<file path="src/rtl/pipe_flush_ctrl.sv">
// ----------------------------------------------------------------------------
// pipe_flush_ctrl
//
// Pipeline control for the IF/ID and ID/EX buffers. Converts taken
// jump/branch resolutions and multi-cycle stall requests from the execute
// stage into a PC redirect strobe, a multi-cycle flush level and a hold level.
// A saturating counter tracks consecutive stall cycles and pulses a timeout
// when a stall runs too long.
//
// Parameters:
//   FLUSH_CYCLES  cycles pipeline_flush_o stays high per accepted jump (1..15)
//   STALL_MAX     consecutive stall count that fires stall_timeout_o (2..255)
//   ADDR_WIDTH    PC / jump target width
//
// Ports:
//   clk               core clock, rising edge
//   rst_n             asynchronous active-low reset
//   jump_flag_i       EX resolved a taken jump/branch this cycle
//   jump_addr_i       jump target, valid with jump_flag_i
//   stall_req_i       EX multi-cycle unit requests a pipeline hold
//   pc_jump_flag_o    registered one-cycle PC redirect strobe
//   pc_jump_addr_o    registered redirect target (holds between jumps)
//   pipeline_flush_o  registered flush level for the IF/ID and ID/EX buffers
//   hold_o            combinational hold for PC and IF/ID
//   stall_cnt_o       registered consecutive-stall count, saturating at 255
//   stall_timeout_o   registered one-cycle pulse when the count hits STALL_MAX
// ----------------------------------------------------------------------------
module pipe_flush_ctrl #(
  parameter int unsigned FLUSH_CYCLES = 2,
  parameter int unsigned STALL_MAX    = 64,
  parameter int unsigned ADDR_WIDTH   = 32
) (
  input  logic                  clk,
  input  logic                  rst_n,
  input  logic                  jump_flag_i,
  input  logic [ADDR_WIDTH-1:0] jump_addr_i,
  input  logic                  stall_req_i,
  output logic                  pc_jump_flag_o,
  output logic [ADDR_WIDTH-1:0] pc_jump_addr_o,
  output logic                  pipeline_flush_o,
  output logic                  hold_o,
  output logic [7:0]            stall_cnt_o,
  output logic                  stall_timeout_o
);

  typedef enum logic [1:0] {
    IDLE  = 2'd0,
    FLUSH = 2'd1,
    STALL = 2'd2
  } state_t;

  localparam logic [3:0]            FLUSH_LOAD    = 4'(FLUSH_CYCLES - 1);
  localparam logic [7:0]            STALL_LIMIT   = 8'(STALL_MAX);
  localparam logic [ADDR_WIDTH-1:0] RST_INST_ADDR = '0;

  // Stall count saturates at all-ones so a very long stall never wraps back
  // through STALL_MAX and re-fires the timeout.
  function automatic logic [7:0] sat_inc(input logic [7:0] v);
    return (v == 8'hFF) ? v : v + 8'd1;
  endfunction

  state_t     state;
  logic [3:0] flush_cnt;
  logic [7:0] stall_cnt_next;

  assign stall_cnt_next = sat_inc(stall_cnt_o);

  // Requests seen during FLUSH come from instructions being squashed, so they
  // must not hold the front end. A simultaneous jump also squashes the
  // requester, so the jump wins and the hold is dropped.
  assign hold_o = stall_req_i && (state != FLUSH) && !jump_flag_i;

  always_ff @(posedge clk or negedge rst_n) begin
    if (!rst_n) begin
      state            <= IDLE;
      flush_cnt        <= 4'd0;
      pc_jump_flag_o   <= 1'b0;
      pc_jump_addr_o   <= RST_INST_ADDR;
      pipeline_flush_o <= 1'b0;
      stall_cnt_o      <= 8'd0;
      stall_timeout_o  <= 1'b0;
    end else begin
      // Strobes default low; only set in the cycle they fire.
      pc_jump_flag_o  <= 1'b0;
      stall_timeout_o <= 1'b0;
      case (state)
        IDLE, STALL: begin
          if (jump_flag_i) begin
            state            <= FLUSH;
            pc_jump_flag_o   <= 1'b1;
            pc_jump_addr_o   <= jump_addr_i;
            pipeline_flush_o <= 1'b1;
            flush_cnt        <= FLUSH_LOAD;
            stall_cnt_o      <= 8'd0;
          end else if (stall_req_i) begin
            // In IDLE the count is zero, so entry lands on 1.
            state           <= STALL;
            stall_cnt_o     <= stall_cnt_next;
            stall_timeout_o <= (stall_cnt_next == STALL_LIMIT) &&
                               (stall_cnt_o != STALL_LIMIT);
          end else begin
            state       <= IDLE;
            stall_cnt_o <= 8'd0;
          end
        end
        FLUSH: begin
          // Flush was raised on entry, so FLUSH_CYCLES-1 more cycles remain.
          if (flush_cnt == 4'd0) begin
            state            <= IDLE;
            pipeline_flush_o <= 1'b0;
          end else begin
            flush_cnt <= flush_cnt - 4'd1;
          end
        end
        default: begin
          state            <= IDLE;
          pipeline_flush_o <= 1'b0;
          stall_cnt_o      <= 8'd0;
        end
      endcase
    end
  end

endmodule

</file>
<file path="config.mk">
export PLATFORM = sky130hd
export DESIGN_NAME = pipe_flush_ctrl
export DESIGN_NICKNAME = d
export VERILOG_FILES = /design/src/rtl/pipe_flush_ctrl.sv
export SDC_FILE = /design/constraint.sdc
export NUM_CORES = 1
export LEC_CHECK = 0
export CORE_MARGIN = 1.5
export CORE_UTILIZATION = 30
export DETAILED_ROUTE_END_ITERATION = 16
export DONT_BUFFER_PORTS = 1
export PLACE_DENSITY = 0.48
export SYNTH_ARGS = -nofsm -noshare
export SYNTH_HDL_FRONTEND = slang
export SYNTH_SLANG_ARGS = --single-unit
</file>
<file path="constraint.sdc">
create_clock -name clk -period 1.95 [get_ports clk]
set_input_delay 0.39 -clock clk [delete_from_list [all_inputs] [get_ports clk]]
set_output_delay 0.39 -clock clk [all_outputs]
set_load 0.1 [all_outputs]
</file>
==> flow_summary.rst <==
.. list-table::
   :header-rows: 1

   * - Metric
     - Value
   * - Run status
     - complete, no violations
   * - Worst path bufs/invs
     - 1
   * - Arrival time of data at the critical path endpoint
     - 1.90 ns
   * - Vias in the first global route
     - 1457
   * - Synthesized netlist net count
     - 210
   * - Required time worst endpoint
     - around 2.1 ns
   * - Cell-by-cell trace of the critical path
     - inv_1 -> ha_1 -> or3b_2 -> and2_4 -> or2_2
   * - HP Class
     - input port to flop
   * - Final layout net count
     - about 220
   * - Die Y-Extent
     - 87.6 microns
   * - Post-DP Area
     - 0.00234 sq mm
   * - Yosys warns
     - 0
   * - Number of clock sinks
     - a little under 50
   * - Final worst path period need
     - 1.71 ns
   * - Number of CTS-inserted buffers
     - 5
   * - Overall global routing resource usage
     - 0.123
   * - Highest clock rate
     - 584 MHz
   * - H-tree Lvls
     - 2
   * - Clock latency at the later pin of the worst-skew pair
     - 0.29 ns
   * - Distinct cell type count after synthesis
     - 37
   * - Final weighted congestion in routability-driven placement
     - 0.839
   * - Nature of the critical path endpoint
     - flop
   * - Clock Tree Buf Depth
     - 2
   * - Total detailed-routing wirelength
     - roughly 4500 microns
   * - Most common flop cell mapped by yosys
     - dfrtp_1
   * - Setup-failing EPs final
     - 0
   * - Post-CTS setup-driven buffer insertion count
     - 0
   * - TritonRoute pass-1 iters
     - 4
   * - Number of max-slew violations in the final report
     - 0
   * - Fraction of final layout cells sized beyond drive strength 1
     - 0.378
   * - Instance count of the mapped netlist
     - 170
   * - Final period util
     - 0.878
   * - DR vias
     - 1350
   * - Cell row count
     - 30
   * - Number of buffers inserted for hold repair after clock tree synthesis
     - 2
   * - Worst-path clk slew
     - roughly 0.090 ns
   * - RSZ-0062 raised after global routing
     - false
   * - Detailed Route Iter0 Violations
     - 38
   * - Cell Area, Synth
     - 0.00215 sq mm
   * - Grt ovf
     - 0
   * - Initial antenna violation count
     - 0
   * - Via count normalized by instance count
     - between 4 and 5
   * - Critical path launch point type
     - flop
   * - CTS root buf
     - clkbuf_8
   * - Wire length of the first global-routing pass
     - 7230 microns
   * - Largest net degree at the start of global routing
     - 50
   * - Initial cell density of the core
     - 0.313
   * - Slowest-stage cell, CP
     - or3b_2
   * - Crit-path max FO
     - 6
   * - Final hold vios
     - 0
   * - Post-detail-place hpwl
     - between 3000 and 4000 microns
   * - Area Growth Syn to Fin
     - 15.9%
   * - Top Ports
     - 80
   * - Width of the die
     - 87.6 microns
   * - Critical path class
     - flop to flop
   * - Setup skew after layout
     - 0.00503 ns
   * - Final core utilization
     - 0.363
   * - Mean instance size in the synthesized netlist
     - 12.6 sq um
   * - Share of synthesized area occupied by flip-flops and latches
     - 0.570
   * - Maximum capacitance violations
     - 0
   * - Worst slew pin tran
     - 0.919 ns
   * - CP max stage delay
     - 0.48 ns
   * - Count of flip-flops with a built-in enable after synthesis
     - 0
   * - TritonCTS clock tree
     - done
   * - Layout Cell Area excl Fill
     - 0.00249 sq mm
   * - Relative slew margins
     - 0.388
   * - Antenna-violating nets left
     - 0
   * - Diode count
     - 0
   * - Crit path max-delay family
     - simple AND/OR/NAND/NOR gates
   * - Number of synthesized register bits
     - 49
   * - Core area
     - 0.00687 sq mm
   * - Number of instances resized during post-cts repair
     - 0
   * - Async SR Flop Fraction
     - 1.00
   * - DR WL/cell
     - 16.1 microns
   * - Count of buffers from port buffering
     - 0
   * - Number of remaining DRC errors
     - 0
   * - Die Footprint
     - a little under 0.008 sq mm
   * - Slack of the worst reg-to-reg path
     - 0.24 ns
[layout make-up]
type,count,area [sq um]
fill,668,4380
clock inverter,3,43.8
inverter,7,26.3
tap,96,120
clock buffer,5,68.8
timing repair buffer,17,150
sequential,49,1230
multi-input combinational,104,851
[layer usage]
layer | vias up | wire length, microns | global-route usage
met5 | - | 0 | 0
met4 | 0 | 29 | 0.0418
met3 | 2 | 341 | 0.0434
met2 | 55 | 2440 | 0.212
met1 | 671 | 1700 | 0.141
li1 | 622 | - | -
[cells in the mapped netlist (all sizes together), types with 2 or more instances]
cell type,number,share of area
dfrtp,49,0.57
mux2,32,0.17
buf,9,0.024
inv,7,0.012
o21ai,7,0.016
a21oi,6,0.014
nand3,6,0.014
nor2,6,0.010
nand2,5,0.0087
ha,4,0.023
a21o,3,0.010
and3,3,0.0093
nor3,3,0.0070
o31ai,3,0.010
xor2,3,0.012
a22o,2,0.0082
a311oi,2,0.011
a31oi,2,0.0058
nand2b,2,0.0058
nor2b,2,0.0058
nor4b,2,0.011
or2,2,0.0058
or3b,2,0.0082
[worst reg2reg max path: cells and delay by family, from the launching register on]
kind | cells | cell delay, ns
AND/OR/NAND/NOR | 3 | 0.95
flip-flops | 1 | 0.42
adder cells (fa/ha/maj) | 1 | 0.14
buffers and inverters | 1 | 0.10
[final timing paths]
path	start	cells past startpoint	to
max in group asynchronous	rst_n	2	stall_cnt_o[3]
min in group asynchronous	rst_n	2	state[1]
min reg2reg	flush_cnt[0]	1	flush_cnt[0]
max	flush_cnt[0]	5	state[0]
max reg2reg	flush_cnt[0]	5	state[0]
min	jump_addr_i[12]	1	pc_jump_addr_o[12]
[placed cells by master (no fill, tap or decap), types with 2 or more instances in the layout]
| cell | netlist | routed |
|---|---|---|
| o31ai_1 | 3 | 3 |
| a21o_1 | 3 | 3 |
| nand2b_1 | 2 | 2 |
| nor2_1 | 6 | 5 |
| clkbuf_8 | 0 | 5 |
| xor2_1 | 3 | 3 |
| nand2_1 | 5 | 5 |
| mux2_2 | 32 | 32 |
| a22o_1 | 2 | 2 |
| buf_4 | 3 | 15 |
| a31oi_1 | 2 | 2 |
| a21oi_1 | 6 | 6 |
| ha_1 | 4 | 4 |
| nand3_1 | 6 | 6 |
| and3_1 | 2 | 2 |
| inv_1 | 6 | 6 |
| o21ai_0 | 7 | 7 |
| or2_2 | 2 | 2 |
| nor3_1 | 3 | 3 |
| dfrtp_1 | 49 | 45 |
| dfrtp_2 | 0 | 4 |
[registers in the layout (all words and copies together) (netlist names)]
name              flops
pc_jump_flag_o        1
pipeline_flush_o      1
stall_timeout_o       1
stall_cnt_o           8
flush_cnt             4
pc_jump_addr_o       32
state                 2
[kinds of logic after synthesis]
kind of cell / Yosys count / synth area share
buffers and inverters: 17 / 0.0384
adder cells (fa/ha/maj): 4 / 0.0233
AO/OA/AOI/OAI: 28 / 0.0879
flip-flops: 49 / 0.570
XOR/XNOR: 3 / 0.0122
multiplexers: 32 / 0.168
AND/OR/NAND/NOR: 37 / 0.100
[through the flow]
stage                     hold WS, ns  std cells  setup WS [ns]  setup TNS (ns)
after floorplan                0.0944        170       -0.00877        -0.00877
after global placement         0.0956        271          0.315               0
after detailed placement       0.0959        271          0.243               0
after CTS                       0.224        281          0.222               0
after global routing            0.218        281          0.125               0
final                           0.238        281          0.237               0
Power is left out: the tool's default activity adds up to more than one toggle a clock period on the data nets, which glitch-free logic cannot reach.
